`src/rtl/regfile_wb_sched.sv`:
```
// Write-port scheduler and LU scoreboard for a 2R/1W register file.
// Arbitrates the single write port between pipeline writeback and the long-latency
// unit, buffers one displaced LU result, and stalls issue on hazards with LU writes in flight.
module regfile_wb_sched #(
    parameter int unsigned DATA_WIDTH     = 32,
    parameter int unsigned REG_ADDR_WIDTH = 5,
    parameter int unsigned STARVE_LIMIT   = 4
) (
    input  logic                      clk,
    input  logic                      rst_n,
    input  logic                      wb_valid,
    input  logic [REG_ADDR_WIDTH-1:0] wb_rd,
    input  logic [DATA_WIDTH-1:0]     wb_data,
    output logic                      wb_stall,
    input  logic                      lu_valid,
    input  logic [REG_ADDR_WIDTH-1:0] lu_rd,
    input  logic [DATA_WIDTH-1:0]     lu_data,
    output logic                      lu_ready,
    input  logic                      iss_valid,
    input  logic [REG_ADDR_WIDTH-1:0] iss_rs1,
    input  logic [REG_ADDR_WIDTH-1:0] iss_rs2,
    input  logic [REG_ADDR_WIDTH-1:0] iss_rd,
    input  logic                      iss_long,
    output logic                      iss_stall,
    output logic                      rf_we,
    output logic [REG_ADDR_WIDTH-1:0] rf_rd,
    output logic [DATA_WIDTH-1:0]     rf_wdata,
    output logic                      busy
);

    localparam int unsigned NumRegs = 2 ** REG_ADDR_WIDTH;
    localparam int unsigned CntW    = $clog2(STARVE_LIMIT + 1);
    localparam logic [CntW-1:0] Limit = CntW'(STARVE_LIMIT);

    logic [NumRegs-1:0]        pending_q, pending_d;
    logic                      hold_full_q, hold_full_d;
    logic [REG_ADDR_WIDTH-1:0] hold_rd_q, hold_rd_d;
    logic [DATA_WIDTH-1:0]     hold_data_q, hold_data_d;
    logic [CntW-1:0]           starve_q, starve_d;
    logic                      rf_we_q, rf_we_d;
    logic                      rf_lu_q, rf_lu_d;   // current rf write came from the LU
    logic [REG_ADDR_WIDTH-1:0] rf_rd_q, rf_rd_d;
    logic [DATA_WIDTH-1:0]     rf_wdata_q, rf_wdata_d;

    logic wb_sel, hold_drain, lu_acc, lu_sel, lu_to_hold, iss_fire;

    // Handshakes, hazard detection and write-source arbitration.
    always_comb begin
        wb_stall   = hold_full_q && (starve_q >= Limit);
        lu_ready   = !hold_full_q;
        wb_sel     = wb_valid && !wb_stall;
        hold_drain = hold_full_q && !wb_sel;
        lu_acc     = lu_valid && lu_ready;
        lu_sel     = lu_acc && !wb_sel;
        lu_to_hold = lu_acc && wb_sel;
        iss_stall  = iss_valid &&
                     (pending_q[iss_rs1] | pending_q[iss_rs2] | pending_q[iss_rd]);
        iss_fire   = iss_valid && iss_long && !iss_stall && (iss_rd != '0);
        busy       = |pending_q;
        rf_we      = rf_we_q;
        rf_rd      = rf_rd_q;
        rf_wdata   = rf_wdata_q;
    end

    // Next state: write port, hold buffer, starvation counter, scoreboard.
    always_comb begin
        rf_rd_d     = rf_rd_q;
        rf_wdata_d  = rf_wdata_q;
        rf_we_d     = 1'b0;
        rf_lu_d     = 1'b0;
        if (wb_sel) begin
            rf_rd_d    = wb_rd;
            rf_wdata_d = wb_data;
            rf_we_d    = (wb_rd != '0);
        end else if (hold_full_q) begin
            rf_rd_d    = hold_rd_q;
            rf_wdata_d = hold_data_q;
            rf_we_d    = (hold_rd_q != '0);
            rf_lu_d    = 1'b1;
        end else if (lu_sel) begin
            rf_rd_d    = lu_rd;
            rf_wdata_d = lu_data;
            rf_we_d    = (lu_rd != '0);
            rf_lu_d    = 1'b1;
        end

        hold_full_d = hold_full_q;
        hold_rd_d   = hold_rd_q;
        hold_data_d = hold_data_q;
        if (lu_to_hold) begin
            hold_full_d = 1'b1;
            hold_rd_d   = lu_rd;
            hold_data_d = lu_data;
        end else if (hold_drain) begin
            hold_full_d = 1'b0;
        end

        starve_d = '0;
        if (hold_full_q && !hold_drain && (starve_q < Limit)) begin
            starve_d = starve_q + 1'b1;
        end

        // Clear first so a same-index set wins.
        pending_d = pending_q;
        if (rf_we_q && rf_lu_q) begin
            pending_d[rf_rd_q] = 1'b0;
        end
        if (iss_fire) begin
            pending_d[iss_rd] = 1'b1;
        end
        pending_d[0] = 1'b0;
    end

    // State registers with asynchronous active-low reset.
    always_ff @(posedge clk or negedge rst_n) begin
        if (!rst_n) begin
            pending_q   <= '0;
            hold_full_q <= 1'b0;
            hold_rd_q   <= '0;
            hold_data_q <= '0;
            starve_q    <= '0;
            rf_we_q     <= 1'b0;
            rf_lu_q     <= 1'b0;
            rf_rd_q     <= '0;
            rf_wdata_q  <= '0;
        end else begin
            pending_q   <= pending_d;
            hold_full_q <= hold_full_d;
            hold_rd_q   <= hold_rd_d;
            hold_data_q <= hold_data_d;
            starve_q    <= starve_d;
            rf_we_q     <= rf_we_d;
            rf_lu_q     <= rf_lu_d;
            rf_rd_q     <= rf_rd_d;
            rf_wdata_q  <= rf_wdata_d;
        end
    end

endmodule

```
`config.mk`:
```
export PLATFORM = sky130hd
export DESIGN_NAME = regfile_wb_sched
export DESIGN_NICKNAME = d
export VERILOG_FILES = /design/src/rtl/regfile_wb_sched.sv
export SDC_FILE = /design/constraint.sdc
export NUM_CORES = 1
export LEC_CHECK = 0
export CAP_MARGIN = 25
export CORE_ASPECT_RATIO = 1.5
export CORE_MARGIN = 1.5
export CORE_UTILIZATION = 40
export CTS_BUF_LIST = sky130_fd_sc_hd__clkbuf_4
export CTS_CLUSTER_SIZE = 16
export DETAILED_ROUTE_END_ITERATION = 10
export DONT_BUFFER_PORTS = 1
export MAX_ROUTING_LAYER = met4
export SLEW_MARGIN = 25
export SYNTH_ARGS = -nofsm -noshare
export SYNTH_HDL_FRONTEND = slang
export SYNTH_SLANG_ARGS = --single-unit
```
`constraint.sdc`:
```
create_clock -name clk -period 2.86 [get_ports clk]
set_input_delay 0.572 -clock clk [delete_from_list [all_inputs] [get_ports clk]]
set_output_delay 0.572 -clock clk [all_outputs]
set_load 0.02 [all_outputs]
```
---- Word-level counts from Yosys, hierarchy flattened ----
Cells that the tools add are included.
operators by class
  add/sub/neg operators ................... 1
  multipliers ............................. 0
  divide/modulo/power cells ............... 0
  $lt $le $gt $ge ......................... 8
  equal/unequal tests ..................... 0
  shift operators ......................... 0
  multiplexer cells ....................... 27
  bitwise gates (word level) .............. 5
  reductions and logical operators ........ 27
operators with widths
  operator                                                                             number
  32-bit two-way mux                                                                   5
  32-bit bitwise AND                                                                   1
  32-bit inverter                                                                      1
  32-bit bitwise OR                                                                    1
  31-bit OR reduction                                                                  1
  5-bit by 6-bit less-than comparator with 1-bit output, second input constant         4
  5-bit nonzero test                                                                   4
  1-bit binary-select mux with 5-bit select                                            3
  1-bit logical AND                                                                    15
  5-bit two-way mux                                                                    3
  1-bit two-way mux                                                                    13
  1-bit demux with 5-bit select                                                        2
  5-bit by 1-bit greater-or-equal comparator with 1-bit output, second input constant  2
  1-bit zero test                                                                      5
  3-bit by 1-bit adder with 3-bit output, second input constant                        1
  3-bit greater-or-equal comparator, second input constant                             1
  3-bit less-than comparator, second input constant                                    1
  3-bit two-way mux                                                                    1
  3-bit nonzero test                                                                   1
  1-bit bitwise OR                                                                     2
  2-bit nonzero test                                                                   1
storage, ports and cells
  flip-flop bits (word level) ............. 111
  bits in latches ......................... 0
  RAM bits ................................ 0
  ROM bits ................................ 0
  output and inout port bits .............. 42
  logic and storage cells ................. 77
  memories ................................ 0

---- Depth between registers and ports, before layout ----
  depth in word-level cells ............... 10
  gate-level depth with buffers ........... 9

---- Least setup slack after synthesis ----
OpenSTA, ideal clock, no wires.
  path type ............................... input port to output port
  start ................................... input port iss_rs2[2]
  end ..................................... output port iss_stall
  arrival time ............................ 2.141 ns
  slack ................................... 0.147 ns
  stages on the path ...................... 7
  path buffers ............................ 1
  path through ............................ buf_2 -> or3b_2 -> o22ai_1 -> nor4_1 -> o22ai_1 -> nor4_1 -> a21boi_0
on the way
  longest elaborated chain between the ends .. 5
RTL lines
  element                                    line  source
  start, declared                            21    input logic [REG_ADDR_WIDTH-1:0] iss_rs2,
  1-bit binary-select mux with 5-bit select  57    (pending_q[iss_rs1] | pending_q[iss_rs2] | pending_q[iss_rd]);
  1-bit two-way mux (not written as such)    57
  1-bit bitwise OR (2 in series)             57
  1-bit logical AND                          56    iss_stall = iss_valid &&
  end, declared                              24    output logic iss_stall,
No other way between the ends. The select of a mux whose other input is x is not followed.

---- Worst setup path after layout ----
  start ................................... register pending_q[24]
  end ..................................... output port iss_stall
on the way
  longest elaborated chain between the ends .. 5
  elaborated cells on any way between the ends .. 9
  those cells by class .................... 6 x mux; 2 x bitwise; 1 x reduce/logical
RTL lines
  element                                    line  source
  start, declared                            35    logic [NumRegs-1:0] pending_q, pending_d;
  start signal, assigned                     127   pending_q <= pending_d;
  1-bit binary-select mux with 5-bit select  57
  1-bit two-way mux (not written as such)    57
  1-bit bitwise OR                           57
  1-bit bitwise OR (*)                       57
  1-bit logical AND (*)                      56
Mark *: on every way between the ends. The rest lies on a longest branch, timed or not. The select of a mux whose other input is x is not followed.

==> flow_summary.yaml <==
sta:
  final-setup-viol-count: 0
  hold_violations: 111
  fin_crit_ns: 2.82
  slew_viol_final: 0
  rsz0062_at_grt: "true"
  hold_slack_ns: -0.229
  tns_ns: 0
  max_freq_ghz: 0.355
  period_share_pct: 98.6
  relSlewSlack_pct: 59.3
  final.setup_skew_ns: 0.0221
  worst_slew_pin_slew_ns: 0.610
grt:
  gr-total-overflow: 0
  grt_antenna_before_repair: 1
  grt_usage_pct: 21.8
  grt_pass1_wl_um: 26700
  grt_max_degree: 112
  grt_pass1_vias: 5055
critical_path:
  cp-start-kind: "register"
  reg2reg_setup_slack_ns: 0.37
  r2r_start: "pending_q[24]"
  r2r_cells: 9
  path_class: "reg2out"
  critPathLaunch: "pending_q[24]"
  cp_num_buf_inv: 2
  max_stage_delay_ns: 0.47
  timing.rr.end: "pending_q[10]"
  cp_max_fo: 4
  path_cells: "buf_6 -> mux4_2 -> mux2i_1 -> nor2_2 -> a211oi_2 -> a21boi_1 -> buf_4"
  worstPathArrival_ns: 2.25
  crit_end: "iss_stall"
  critPathSlowestCell: "dfrtp_2"
  cp-end-kind: "output pin"
  cp.required_ns: 2.29
  cp_top_family: "multiplexers"
  worst-path-stages: 7
floorplanning:
  die_y_um: 154
  core_area_um2: 15000
  ios: 137
  die-area_um2: 16000
  rows: 55
  start_util_pct: 40.7
  chipWidth_um: 104
drt:
  drc_errors: 0
  detail_route.first_pass.iterations: 4
  routed_wl_um: 16800
  via_count: 4684
  vias_per_cell: 5.94
  postRouteAntennaNets: 0
  drt_iter0_markers: 187
  wl_per_cell_um: 21.4
layout:
  fin_util_pct: 43.1
  drive_above_1_share_pct: 20.6
  fin_cells: 788
  nets: 679
  syn2layout_area_growth_pct: 5.91
cts:
  htree_levels: 3
  clock-sinks: 111
  numCtsBuffers: 9
  cts_tree: "done"
  clk_pin_slew_ns: 0.18
  cts-root-buf: "clkbuf_4"
  clockBufferDepth: 2
  insertion_delay_ns: 0.45
synth:
  synth_area_leaders: "dfrtp_1, mux2i_1, mux2_2"
  synth_nets: 697
  synth_most_common_cell: "dfrtp_1"
  synth_cell_types: 49
  synth-edff-count: 0
  netlist_area_um2: 6100
  ys_warn_count: 0
  yosysTopAreaCellShare_pct: 45.5
  async_reset_ff_share_pct: 100
  synthFlopType: "dfrtp_1"
  ys_seq_area_share_pct: 45.5
  ys_seq_elements: 111
  synth_top_cell_by_area: "dfrtp_1"
  netlist_instances: 601
  synth_area_per_cell_um2: 10.1
  synth.top_cells.by_count: "dfrtp_1, o21ai_0, mux2i_1"
flow_run:
  cap_violations: 0
placement:
  dp_cells: 766
  gp_congestion: 0.996
  dp_hpwl_um: 12300
  io_buffers: 0
worst_hold_path:
  hold_class: "in2async"
pwr:
  irDropWorstVdd_v: 0.000352
  leakage_nw: 2.50
  powerDensity_nw_per_um2: 679
run_status:
  violations: "hold timing"
  status: "finished with violations"
==> layout make-up <==
type	instances	area, um^2
clock inverter	6	52.6
tap	199	249
clock buffer	10	75.1
antenna	1	2.50
inverter	6	22.5
sequential	111	2800
fill	1527	8540
timing repair buffer	16	165
multi-input combinational	439	3100
==> repair_timing <==
action / CTS / global route
setup buffers: 6 / 0
gates resized for setup: 24 / 0
endpoints found under the setup margin: 1 / 1
endpoints found under the hold margin: 111 / 111
pin swaps: 6 / 2
gates cloned: 0 / 0
==> layer usage <==
metal	up-vias	track usage, %	share of wire (%)
met2	199	36.9	50
met5	-	-	0
li1	2173	-	-
met4	0	12.2	4.3
met1	2269	22.2	37
met3	43	7.25	9.0
==> metrics by stage <==
step | power [mW] | setup WS [ns] | area, um^2
detailed placement | 3.59 | 0.280 | 6250
floorplan | 3.15 | 0.147 | 6100
finish | 4.39 | 0.0396 | 6460
global placement | 3.56 | 0.246 | 6250
global route | 4.62 | -0.101 | 6460
CTS | 4.41 | 0.0107 | 6460
==> registers in the layout, indices dropped and copies added (netlist names) <==
register / count
rf_lu_q: 1
rf_we: 1
starve_q: 3
hold_data_q: 32
rf_wdata: 32
pending_q: 31
rf_rd: 5
hold_full_q: 1
hold_rd_q: 5
==> worst min-delay path by stage <==
stage               start               to  slack [ns]  cells past startpoint
floorplan           rst_n   hold_data_q[0]        0.28                      0
global placement    rst_n  hold_data_q[23]        0.28                      0
detailed placement  rst_n  hold_data_q[23]        0.28                      0
CTS                 rst_n  hold_data_q[23]       -0.26                      0
global route        rst_n  hold_data_q[22]       -0.27                      0
finish              rst_n  hold_data_q[23]       -0.23                      0
==> cells by family after synthesis <==
| logic type | share of synthesized area, % |
|---|---|
| mux | 21.1 |
| fa+ha+maj | 0.205 |
| buf+inv | 4.16 |
| compound gates | 16.3 |
| flops | 45.5 |
| simple gates | 12.7 |
==> layout by cell type, fill, tap and decap left out, drive strengths merged, types with 2 or more instances in the layout <==
cell type and n:
mux4 7, dfrtp 111, o32ai 3, clkinv 2
buf 16, nand4 2, clkbuf 10, nand3 3
nand2b 2, or4 3, a21oi 39, inv 9
or3 6, o21ai 73, o31ai 31, mux2i 60
nand2 54, nor2 47, o22ai 12, nor3 3
and3 2, nand3b 8, mux2 46, nor2b 3
nor4 11, or3b 8
==> power by group <==
part	switching, mW	total, mW	leakage [nW]	internal [mW]
sequential	0.583	2.53	1.27	1.95
clock	0.520	0.725	0.0708	0.205
combinational	0.520	1.13	1.15	0.608
(Power assumes the default switching activity.)
